$ cat config.mk
export PLATFORM = sky130hd
export DESIGN_NAME = fwd_hazard_unit_flat
export DESIGN_NICKNAME = d
export VERILOG_FILES = /design/src/rtl/fwd_hazard_unit_if.sv /design/src/rtl/fwd_hazard_unit.sv /design/src/flat_wrapper.sv
export SDC_FILE = /design/constraint.sdc
export NUM_CORES = 1
export LEC_CHECK = 0
export ABC_AREA = 1
export BUFFER_PORTS_ARGS = -buffer_cell sky130_fd_sc_hd__buf_2
export CAP_MARGIN = 30
export CORE_UTILIZATION = 45
export DETAILED_ROUTE_END_ITERATION = 7
export PLACE_DENSITY = 0.76
export SYNTH_ARGS = -nofsm -noshare
export SYNTH_HDL_FRONTEND = slang
export SYNTH_SLANG_ARGS = --single-unit
$ cat constraint.sdc
create_clock -name clk -period 2.4 [get_ports clk]
set_clock_uncertainty 0.15 [all_clocks]
set_input_delay 0.72 -clock clk [delete_from_list [all_inputs] [get_ports clk]]
set_output_delay 0.72 -clock clk [all_outputs]
set_load 0.01 [all_outputs]
$ cat src/rtl/fwd_hazard_unit_if.sv
// Decode-side bundle between the pipeline datapath and the forwarding/hazard unit.
// The datapath drives the decode fields; the unit returns selects, stall/flush and counters.
interface fwd_hazard_unit_if #(
    parameter int REG_AW  = 5,
    parameter int NSTAGES = 3,
    parameter int CNT_W   = 16
);
    localparam int FW = $clog2(NSTAGES + 1);

    logic              idValid;
    logic [REG_AW-1:0] idRs;
    logic [REG_AW-1:0] idRt;
    logic [REG_AW-1:0] idDst;
    logic              idRegWrite;
    logic              idIsLoad;
    logic              branchTaken;
    logic [FW-1:0]     fad;
    logic [FW-1:0]     fbd;
    logic              stall;
    logic              flush;
    logic [CNT_W-1:0]  stallCnt;
    logic [CNT_W-1:0]  flushCnt;

    modport master (
        output idValid, idRs, idRt, idDst, idRegWrite, idIsLoad, branchTaken,
        input  fad, fbd, stall, flush, stallCnt, flushCnt
    );

    modport slave (
        input  idValid, idRs, idRt, idDst, idRegWrite, idIsLoad, branchTaken,
        output fad, fbd, stall, flush, stallCnt, flushCnt
    );
endinterface

$ cat src/rtl/fwd_hazard_unit.sv
// Forwarding and hazard unit: tracks in-flight destinations over NSTAGES post-decode
// stages and derives operand forward selects, load-use stalls, branch flush and event counters.
module fwd_hazard_unit #(
    parameter int REG_AW       = 5,
    parameter int NSTAGES      = 3,
    parameter int LOAD_LAT     = 1,
    parameter int FLUSH_CYCLES = 1,
    parameter int CNT_W        = 16
) (
    input logic clk,
    input logic rst,
    fwd_hazard_unit_if.slave bus
);
    localparam int FW = $clog2(NSTAGES + 1);

    typedef struct packed {
        logic              v;
        logic              we;
        logic              ld;
        logic [REG_AW-1:0] dst;
    } entry_t;

    entry_t           sb [NSTAGES];
    logic [1:0]       flush_down;
    logic [CNT_W-1:0] stall_cnt;
    logic [CNT_W-1:0] flush_cnt;
    logic [FW-1:0]    sel_a;
    logic [FW-1:0]    sel_b;
    logic             hit_a;
    logic             hit_b;
    logic             haz_a;
    logic             haz_b;
    logic             stall;
    logic             flush;

    // Youngest matching stage wins; a load that is not yet forwardable blocks instead.
    always_comb begin
        sel_a = '0;
        sel_b = '0;
        hit_a = 1'b0;
        hit_b = 1'b0;
        haz_a = 1'b0;
        haz_b = 1'b0;
        for (int i = 0; i < NSTAGES; i++) begin
            if (!hit_a && sb[i].v && sb[i].we && (sb[i].dst == bus.idRs) && (bus.idRs != '0)) begin
                hit_a = 1'b1;
                if (sb[i].ld && (i < LOAD_LAT)) haz_a = 1'b1;
                else                            sel_a = FW'(i + 1);
            end
            if (!hit_b && sb[i].v && sb[i].we && (sb[i].dst == bus.idRt) && (bus.idRt != '0)) begin
                hit_b = 1'b1;
                if (sb[i].ld && (i < LOAD_LAT)) haz_b = 1'b1;
                else                            sel_b = FW'(i + 1);
            end
        end
    end

    assign flush = bus.branchTaken | (flush_down != 2'd0);
    assign stall = bus.idValid & (haz_a | haz_b) & ~flush;

    assign bus.fad      = sel_a;
    assign bus.fbd      = sel_b;
    assign bus.stall    = stall;
    assign bus.flush    = flush;
    assign bus.stallCnt = stall_cnt;
    assign bus.flushCnt = flush_cnt;

    // A stalled or squashed decode slot enters EX as an all-zero bubble.
    always_ff @(posedge clk or posedge rst) begin
        if (rst) begin
            for (int i = 0; i < NSTAGES; i++) sb[i] <= '0;
            flush_down <= 2'd0;
            stall_cnt  <= '0;
            flush_cnt  <= '0;
        end else begin
            for (int i = 1; i < NSTAGES; i++) sb[i] <= sb[i-1];
            if (stall || flush) begin
                sb[0] <= '0;
            end else begin
                sb[0].v   <= bus.idValid;
                sb[0].we  <= bus.idRegWrite;
                sb[0].ld  <= bus.idIsLoad;
                sb[0].dst <= bus.idDst;
            end

            if (bus.branchTaken)      flush_down <= 2'(FLUSH_CYCLES - 1);
            else if (flush_down != 0) flush_down <= flush_down - 2'd1;

            if (stall && (stall_cnt != '1)) stall_cnt <= stall_cnt + 1'b1;
            if (flush && (flush_cnt != '1)) flush_cnt <= flush_cnt + 1'b1;
        end
    end
endmodule

$ cat src/flat_wrapper.sv
// flat-port wrapper written by rule: the top's interface ports become plain ports
module fwd_hazard_unit_flat 
#(
    parameter int REG_AW       = 5,
    parameter int NSTAGES      = 3,
    parameter int LOAD_LAT     = 1,
    parameter int FLUSH_CYCLES = 1,
    parameter int CNT_W        = 16
)
  (clk, rst, bus_idValid, bus_idRs, bus_idRt, bus_idDst, bus_idRegWrite, bus_idIsLoad, bus_branchTaken, bus_fad, bus_fbd, bus_stall, bus_flush, bus_stallCnt, bus_flushCnt);
  fwd_hazard_unit_if #(.REG_AW(REG_AW), .NSTAGES(NSTAGES), .CNT_W(CNT_W)) bus_i ();
  input logic clk;
  input logic rst;
  input wire logic [$bits(bus_i.idValid)-1:0] bus_idValid;
  input wire logic [$bits(bus_i.idRs)-1:0] bus_idRs;
  input wire logic [$bits(bus_i.idRt)-1:0] bus_idRt;
  input wire logic [$bits(bus_i.idDst)-1:0] bus_idDst;
  input wire logic [$bits(bus_i.idRegWrite)-1:0] bus_idRegWrite;
  input wire logic [$bits(bus_i.idIsLoad)-1:0] bus_idIsLoad;
  input wire logic [$bits(bus_i.branchTaken)-1:0] bus_branchTaken;
  output wire logic [$bits(bus_i.fad)-1:0] bus_fad;
  output wire logic [$bits(bus_i.fbd)-1:0] bus_fbd;
  output wire logic [$bits(bus_i.stall)-1:0] bus_stall;
  output wire logic [$bits(bus_i.flush)-1:0] bus_flush;
  output wire logic [$bits(bus_i.stallCnt)-1:0] bus_stallCnt;
  output wire logic [$bits(bus_i.flushCnt)-1:0] bus_flushCnt;
  assign bus_i.idValid = bus_idValid;
  assign bus_i.idRs = bus_idRs;
  assign bus_i.idRt = bus_idRt;
  assign bus_i.idDst = bus_idDst;
  assign bus_i.idRegWrite = bus_idRegWrite;
  assign bus_i.idIsLoad = bus_idIsLoad;
  assign bus_i.branchTaken = bus_branchTaken;
  assign bus_fad = bus_i.fad;
  assign bus_fbd = bus_i.fbd;
  assign bus_stall = bus_i.stall;
  assign bus_flush = bus_i.flush;
  assign bus_stallCnt = bus_i.stallCnt;
  assign bus_flushCnt = bus_i.flushCnt;
  fwd_hazard_unit #(.REG_AW(REG_AW), .NSTAGES(NSTAGES), .LOAD_LAT(LOAD_LAT), .FLUSH_CYCLES(FLUSH_CYCLES), .CNT_W(CNT_W)) u_core (.clk(clk), .rst(rst), .bus(bus_i));
endmodule
==> impl_metrics.csv <==
group,metric,value,unit
route,drtIter0Drc,115,
timing,finalWorstSetupSlack,-0.290,ns
outcome,violations,"negative setup slack",
timing,rsz0062_at_grt,"true",
placement,dp_hpwl,5470,microns
synth,synth_cell_type_count,38,
global_routing,grt_usage,21.8,%
clock_network,cts_tree,"yes",
worst_setup_path,critPathRequiredTime,1.53,ns
clock_network,clk-insertion-delay-late,0.31,ns
worst_setup_path,path_max_fanout,4,
synth,async_flop_share,100,%
clock_network,hold_buffers,0,
synth,synth_area,3180,sq um
route,wirelength,7700,microns
layout,layout.cells.non_filler,585,
die,die_w,86.0,microns
timing,max_freq,0.372,GHz
route,drt-wirelength-per-cell,13.2,microns
layout,fin_util,62.5,%
synth,synthCells,392,
timing,final.setup.tns,-1.27,ns
synth,synth-warning-count,0,
clock_network,clk_path_buf_depth,2,
global_routing,gr-max-usage-layer,"met2",
placement,place_ws,-0.324,ns
clock_network,cts-htree-levels,2,
layout,drive_gt1_share,37.4,%
placement,portBuffers,58,
route,dr.pass1.iters,4,
die,core.rowCount,30,
global_routing,met3_usage,4.04,%
synth,ys.flop_type,"dfrtp_1",
timing,setup_viol,5,
clock_network,clock-sinks,56,
synth,synth_top_area_share,44.1,%
synth,synth-edff-count,0,
synth,yosysSeqAreaShare,44.1,%
timing,tightestPinTransition,0.459,ns
synth,synth_top_area_cell,"dfrtp_1",
synth,synth.most_common_cell,"nand2_1",
synth,synth_nets,416,
global_routing,grt_max_degree,57,
timing,period_minus_slack,2.69,ns
route,vias_per_cell,4.96,
layout,area_delta_synth_final,33.6,%
global_routing,grt_pass1_wl,12800,microns
clock_network,clock-root-buffer,"clkbuf_8",
worst_setup_path,rrSetupSlack,0.20,ns
route,post-route-drc-count,0,
clock_network,clk_pin_slew,0.10,ns
worst_setup_path,crit_type,"in2out",
die,die_height,86.0,microns
synth,yosys-top-cells-count,"nand2_1 (95), dfrtp_1 (56), inv_1 (51)",
worst_setup_path,arrival,1.82,ns
timing,slew_headroom,69.2,%
die,core,6790,sq um
power_and_ir_drop,power.total,2460,uW
power_and_ir_drop,p_leak,0.00215,uW
timing,hold_viol,0,
timing,period_share,112,%
synth,synth-seq-cells,56,
flow_run,cap_violations,0,
global_routing,met2_usage,37.2,%
layout,final_net_count,512,
global_routing,grt_pass1_vias,2812,
die,io-pin-count,59,
route,antenna_left,0,
outcome,outcome,"finished with violations",
timing,drv_slew,0,
global_routing,grt_overflow,0,
die,die_area,7400,sq um
placement,dp.cells,561,
synth,postSynthAreaPerCell,8.11,sq um
placement,gp_congestion,1.01,
worst_setup_path,start_kind,"input pin",
hold_path,hp-class,"reg2reg",
synth,ys_top_cells_by_area,"dfrtp_1 (44%), nand2_1 (11%), inv_1 (6.0%), nor2_1 (5.2%), xor2_1 (5.0%)",
power_and_ir_drop,peakVddDrop,0.489,mV
power_and_ir_drop,p_per_area,579,nW/um^2
die,start_util,46.8,%
layout,diodes,0,
global_routing,antenna_found_initial,0,
worst_setup_path,end_kind,"output pin",
clock_network,cts_buffers,5,
route,num_vias,2903,
global_routing,grtUsageMet1,27.3,%
area by class of cell:
cell class / instances / area, sq um
multi-input combinational: 270 / 1670
clock buffer: 6 / 72.6
clock inverter: 2 / 16.3
fill: 595 / 2550
tap: 96 / 120
inverter: 64 / 278
timing repair buffer: 91 / 683
sequential: 56 / 1410
per-stage QoR:
stage / instance area (sq um) / hold slack (ns)
2_1_floorplan: 3190 / 0.204
3_3_place_gp: 3730 / 0.206
3_5_place_dp: 3730 / 0.209
4_1_cts: 4110 / 0.232
5_1_grt: 4250 / 0.253
6_report: 4250 / 0.248
kinds of logic after synthesis:
group	Yosys count	share of synthesized area (%)
xor gates and xnor gates	26	7.40
buffers and inverters	66	8.42
AOI/OAI and AO/OA	21	4.72
adders and majority gates	3	1.18
DFF	56	44.1
and+or+nand+nor	220	34.2
state kept, by name, indices dropped and copies added, names as in the netlist:
register / count
u_core.bus.stallCnt: 16
u_core.bus.flushCnt: 16
u_core.sb: 22
u_core.flush_down: 2
per-layer routing:
| layer | part of all wire, % | wire, microns |
|---|---|---|
| met4 | 2.8 | 215 |
| met1 | 43 | 3320 |
| met5 | 0 | 0 |
| met3 | 4.0 | 310 |
| met2 | 50 | 3860 |
cells in the final DEF, fill, tap and decap left out, types with 4 or more instances in the layout:
cell / synthesis / layout
nand2_1: 95 / 84
dfrtp_1: 56 / 52
inv_1: 51 / 47
buf_2: 1 / 46
nor2_1: 44 / 44
buf_4: 0 / 25
xor2_1: 18 / 18
nand2_2: 8 / 16
nand3_1: 18 / 15
nand4_1: 14 / 14
buf_6: 0 / 12
nor3_1: 13 / 10
inv_2: 11 / 8
nor2_2: 8 / 7
nor3_2: 5 / 6
buf_8: 0 / 6
nand2_4: 2 / 5
o21ai_2: 5 / 5
xnor2_1: 7 / 5
clkbuf_8: 0 / 5
nor2_4: 3 / 4
a21oi_1: 5 / 4
dfrtp_2: 0 / 4
where the power goes:
group / internal (uW) / total [uW] / switching, uW
Sequential: 1080 / 1260 / 173
Combinational: 297 / 683 / 386
Clock: 208 / 517 / 308
Total: 1590 / 2460 / 868
path summary, 6_finish.rpt:
| path | startpoint | endpoint | cells after the start |
|---|---|---|---|
| setup / recovery | bus_idRs[0] | bus_fad[0] | 8 |
| hold / removal | u_core.sb[15] | u_core.sb[7] | 0 |
| setup reg to reg | u_core.sb[16] | u_core.bus.stallCnt[12] | 15 |
| hold reg to reg | u_core.sb[15] | u_core.sb[7] | 0 |
| max in group asynchronous | rst | u_core.bus.stallCnt[5] | 3 |
| min in group asynchronous | rst | u_core.bus.flushCnt[11] | 3 |
what timing repair did:
item	CTS	global route
endpoints found under the setup margin	5	5
resized for setup	57	27
pin swaps	24	13
cloned	0	0
buffers inserted	10	6
worst max-delay path, stage by stage:
cell,delay (ns)
buf_8,0.10
buf_4,0.13
xor2_1,0.18
nor3_2,0.18
nand4_1,0.17
nand3_2,0.12
o21ai_1,0.07
buf_2,0.14
Power figures use the tool's default switching activity.
